$ cat src/rtl/mcu_fifo_sched.sv
// rtl/mcu_fifo_sched.sv - MCU-order scheduler merging Y/Cb/Cr coefficient FIFOs into one stream
//
// Ports:
//   clk, rst                   clock, asynchronous active-high reset
//   cfg_ny, cfg_gray           Y blocks per MCU (clamped to 1..4), Y-only MCU select
//   flush                      synchronous abort of the current MCU
//   {y,cb,cr}_empty/_dout      show-ahead FIFO status and head data
//   {y,cb,cr}_rd               FIFO pop strobes (equal to a transfer from that FIFO)
//   out_valid/out_ready        output handshake
//   out_data, out_comp         coefficient and component tag (0=Y, 1=Cb, 2=Cr)
//   out_blk_last, out_mcu_last block / MCU end markers
//   mcu_cnt                    completed MCU count, wraps
module mcu_fifo_sched #(
    parameter int DW      = 12,
    parameter int BLK_LEN = 64
) (
    input  logic          clk,
    input  logic          rst,
    input  logic [2:0]    cfg_ny,
    input  logic          cfg_gray,
    input  logic          flush,
    input  logic          y_empty,
    input  logic          cb_empty,
    input  logic          cr_empty,
    input  logic [DW-1:0] y_dout,
    input  logic [DW-1:0] cb_dout,
    input  logic [DW-1:0] cr_dout,
    output logic          y_rd,
    output logic          cb_rd,
    output logic          cr_rd,
    output logic          out_valid,
    input  logic          out_ready,
    output logic [DW-1:0] out_data,
    output logic [1:0]    out_comp,
    output logic          out_blk_last,
    output logic          out_mcu_last,
    output logic [15:0]   mcu_cnt
);

    localparam int SW = $clog2(BLK_LEN);
    localparam logic [SW-1:0] SMP_LAST = SW'(BLK_LEN - 1);

    // State encoding doubles as the component tag.
    localparam logic [1:0] S_Y  = 2'd0;
    localparam logic [1:0] S_CB = 2'd1;
    localparam logic [1:0] S_CR = 2'd2;

    logic [1:0]    state_q, state_d;
    logic [SW-1:0] smp_q, smp_d;
    logic [1:0]    blk_q, blk_d;
    logic [2:0]    ny_r_q, ny_r_d;
    logic          gray_r_q, gray_r_d;
    logic [15:0]   mcu_cnt_q, mcu_cnt_d;

    logic          at_start;
    logic [2:0]    ny_clamped;
    logic [2:0]    ny_eff;
    logic [2:0]    ny_m1;
    logic          gray_eff;
    logic          src_empty;
    logic [DW-1:0] src_data;
    logic          xfer;
    logic          blk_end;
    logic          y_last_blk;
    logic          mcu_end;

    always_comb begin
        if (cfg_ny == 3'd0)      ny_clamped = 3'd1;
        else if (cfg_ny > 3'd4)  ny_clamped = 3'd4;
        else                     ny_clamped = cfg_ny;
    end

    // At the MCU start position nothing has been committed yet, so the live
    // config governs; from the first transfer on, the latched copy does.
    assign at_start   = (state_q == S_Y) && (blk_q == 2'd0) && (smp_q == '0);
    assign ny_eff     = at_start ? ny_clamped : ny_r_q;
    assign gray_eff   = at_start ? cfg_gray   : gray_r_q;
    assign ny_m1      = ny_eff - 3'd1;
    assign y_last_blk = (blk_q == ny_m1[1:0]);

    always_comb begin
        src_empty = y_empty;
        src_data  = y_dout;
        case (state_q)
            S_CB: begin
                src_empty = cb_empty;
                src_data  = cb_dout;
            end
            S_CR: begin
                src_empty = cr_empty;
                src_data  = cr_dout;
            end
            default: begin
                src_empty = y_empty;
                src_data  = y_dout;
            end
        endcase
    end

    assign out_valid    = !rst && !src_empty && !flush;
    assign xfer         = out_valid && out_ready;
    assign out_data     = src_data;
    assign out_comp     = state_q;
    assign y_rd         = xfer && (state_q == S_Y);
    assign cb_rd        = xfer && (state_q == S_CB);
    assign cr_rd        = xfer && (state_q == S_CR);
    assign blk_end      = (smp_q == SMP_LAST);
    assign mcu_end      = (state_q == S_CR) || ((state_q == S_Y) && gray_eff && y_last_blk);
    assign out_blk_last = out_valid && blk_end;
    assign out_mcu_last = out_blk_last && mcu_end;
    assign mcu_cnt      = mcu_cnt_q;

    always_comb begin
        state_d   = state_q;
        smp_d     = smp_q;
        blk_d     = blk_q;
        ny_r_d    = ny_r_q;
        gray_r_d  = gray_r_q;
        mcu_cnt_d = mcu_cnt_q;
        if (flush) begin
            state_d = S_Y;
            smp_d   = '0;
            blk_d   = 2'd0;
        end else if (xfer) begin
            // BLK_LEN is a power of two, so the natural wrap returns smp to 0.
            smp_d = smp_q + 1'b1;
            if (at_start) begin
                ny_r_d   = ny_clamped;
                gray_r_d = cfg_gray;
            end
            if (blk_end) begin
                case (state_q)
                    S_Y: begin
                        if (y_last_blk) begin
                            blk_d   = 2'd0;
                            state_d = gray_eff ? S_Y : S_CB;
                        end else begin
                            blk_d = blk_q + 2'd1;
                        end
                    end
                    S_CB:    state_d = S_CR;
                    default: state_d = S_Y;
                endcase
                if (mcu_end) mcu_cnt_d = mcu_cnt_q + 16'd1;
            end
        end
    end

    always_ff @(posedge clk or posedge rst) begin
        if (rst) begin
            state_q   <= S_Y;
            smp_q     <= '0;
            blk_q     <= 2'd0;
            ny_r_q    <= 3'd1;
            gray_r_q  <= 1'b0;
            mcu_cnt_q <= 16'd0;
        end else begin
            state_q   <= state_d;
            smp_q     <= smp_d;
            blk_q     <= blk_d;
            ny_r_q    <= ny_r_d;
            gray_r_q  <= gray_r_d;
            mcu_cnt_q <= mcu_cnt_d;
        end
    end

endmodule

$ cat config.mk
export PLATFORM = sky130hd
export DESIGN_NAME = mcu_fifo_sched
export DESIGN_NICKNAME = d
export VERILOG_FILES = /design/src/rtl/mcu_fifo_sched.sv
export SDC_FILE = /design/constraint.sdc
export NUM_CORES = 1
export LEC_CHECK = 0
export BUFFER_PORTS_ARGS = -buffer_cell sky130_fd_sc_hd__buf_2
export CORE_MARGIN = 10
export CORE_UTILIZATION = 45
export CTS_CLUSTER_DIAMETER = 60
export DETAILED_ROUTE_END_ITERATION = 7
export HOLD_SLACK_MARGIN = 0.12
export PLACE_DENSITY = 0.76
export SLEW_MARGIN = 20
export SYNTH_ARGS = -nofsm -noshare
export SYNTH_HDL_FRONTEND = slang
export SYNTH_SLANG_ARGS = --single-unit
$ cat constraint.sdc
create_clock -name clk -period 3.5 [get_ports clk]
set_input_delay 0.7 -clock clk [delete_from_list [all_inputs] [get_ports clk]]
set_output_delay 0.7 -clock clk [all_outputs]
set_load 0.02 [all_outputs]
==> run metrics <==
CTS root buffer=clkbuf_8; Critical Path End=out_mcu_last; drt drc=0; Slowest Stage Delay on Critical Path=0.46 ns; clk_lat worst skew=0.28 ns; GPL Wtd Cong=0.850; via count=1834; CTS max path bufs=2; die area=7400 sq um; core area=4120 sq um; nature of the critical path startpoint=flip-flop; initial core utilization=47.7%; grt met3 use=4.54%; peak supply drop=0.251 mV; r2r worst-path depth=8; clock skew=0.00855 ns; Die Span X=86.0 microns; cell family with most CP delay=compound AO/OA/AOI/OAI gates; cts bufs inserted=5; setup bufs post-CTS=0; critical path's slowest cell=a2111oi_4; first-pass GRT wire length=9050 microns; Slew headroom=59.8%; Max Transition Viols Final=0; H-tree depth=2; pin count of the biggest net entering global routing=30; distinct cell type count after synthesis=43; most frequent cell after synthesis=nor2_1; Async S/R FF share, synth=100%; critical path data arrival time=2.43 ns; DP Area=2400 sq um; CTS sink cnt=29; RSZ-0062 raised after global routing=false; # rows=23; share of layout cells above drive strength 1=35.7%; post-synth top area share=35.7%; Final Core Density=60.6%; Crit Path Max Fanout=15; Final Power=736 uW; Crit Path Class=flip-flop to primary output; Final period util=89.4%; die height=86.0 microns; Max-cap violations=0; WP depth=7; worst hold margin=0.487 ns; Routed WL=5520 microns; Crit. End Element=primary output; I/O Buffers=82; FF-to-FF Start=out_comp[1]; worst r2r dst=mcu_cnt[9]; Yosys reg bits=29; measured slew at the worst slew-check pin=0.603 ns; routed length per instance=15.8 microns; syn_nets=270; endpoints failing setup=0; final hold vios=0; Final ANT Viol Nets=0; PD cells=295 nW/um^2; clock transition at the registers of the reported paths=0.07 ns; top_reg_cell synth=dfrtp_1; met2 Track Usage GR=25.8%; GR peak layer=met2; Highest Clock Rate=0.320 GHz; # hold bufs at CTS=0; grt met1 use=16.6%; initial DRC count=112; post_cts resized=0; Post-synth EDFFs=0; r2r setup slk=0.63 ns; IO Pins=83; syn avg cell area=9.08 sq um; via-per-instance ratio=5.24; Hold Path Class=flip-flop to flip-flop; detailed placement HPWL=4410 microns; vias in the first global route=1834; grt ovf=0; Cell Area, Synth=1960 sq um; Area Overhead vs Synth=27.1%; Final min period=3.13 ns; crit path cell chain=inv_1, ha_1, a22o_1, a2111oi_4, and2_1, a21boi_0, buf_2; status=complete, no violations; Synth area leaders=dfrtp_1 36%, xor2_1 5.8%, nor2_1 5.5%, a22oi_1 4.6%, ha_1 4.5%; worst path bufs/invs=2; Final #Nets=353; static leakage=0.00125 uW; commonest cells in the synthesized netlist=29 x nor2_1, 28 x dfrtp_1, 17 x a21oi_1; Crit. Startpoint=out_comp[1]; router iterations before antenna repair=4; diodes inserted=0; final instance area=2490 sq um; YS warnings=0; Worst Path Required=2.80 ns; sequential element share of the synthesized area=37.1%; largest area contributor in the netlist=dfrtp_1; CTS tree=done; synthesized instance count=216; initial antenna violation count=0; setup tns final=0 ns; Tot GR Track Use=14.8%
worst min path at each step:
stage	depth (start not counted)	slack, ns	from	to
2_1_floorplan	2	0.44	gray_r_q	gray_r_q
3_3_place_gp	2	0.46	gray_r_q	gray_r_q
3_5_place_dp	2	0.47	gray_r_q	gray_r_q
4_1_cts	2	0.49	gray_r_q	gray_r_q
5_1_grt	1	0.53	mcu_cnt[15]	mcu_cnt[15]
6_report	1	0.49	mcu_cnt[13]	mcu_cnt[13]
layout by cell type, fill, tap and decap left out, types with 2 or more instances in the layout:
cell type and n:
nand3_1 8, dfrtp_1 28, o21ai_0 4, buf_2 82, nor3_2 6, buf_4 2
nand4_1 3, nor3_1 5, nor2b_1 2, inv_1 15, and3_1 4, nand2_1 12
a21oi_1 17, xor2_1 13, clkbuf_8 6, ha_1 7, a22oi_1 12, a22o_1 2
mux2i_1 2, mux2_2 3, xnor2_1 7, clkbuf_1 2, nor2_1 29, and2_1 6
or3_1 2, nor4_1 3
flip-flops by register name (all words and copies together) (netlist names):
| signal | cells |
|---|---|
| mcu_cnt | 16 |
| smp_q | 6 |
| blk_q | 2 |
| ny_r_q | 2 |
| out_comp | 2 |
| gray_r_q | 1 |
per-layer routing:
metal,routed length [microns],vias up
met3,269,4
met4,33,0
li1,-,926
met2,3020,31
met1,2200,873
met5,0,-
where the power goes:
part	switching [uW]	total, uW	internal, uW
combinational	54.5	99.7	45.2
clock	124	284	160
sequential	7.08	353	346
total	185	736	551
through the flow:
stage               cells  worst slack, ns
floorplan             216            0.187
global placement      342            0.715
detailed placement    342            0.616
CTS                   350            0.338
global route          350            0.121
finish                350            0.372
layout make-up:
| type | instances | area [sq um] |
|---|---|---|
| fillers | 381 | 1620 |
| multi-input cells | 163 | 1130 |
| flip-flops and latches | 29 | 727 |
| repair buffers | 84 | 425 |
| clock buffers | 8 | 90.1 |
| well taps | 50 | 62.6 |
| inverters | 16 | 60.1 |
cell families (layout without fill, tap and decap cells):
group	after synthesis	after routing	share of synthesized area (%)
flip-flops	29	29	37.1
AND/OR/NAND/NOR	86	86	23.2
XOR/XNOR	20	20	8.93
AO/OA/AOI/OAI	44	44	17.1
adder cells (fa/ha/maj)	7	7	4.46
multiplexers	6	6	3.89
buffers and inverters	24	108	5.42
Note: power is estimated with default switching activity, not from simulation.
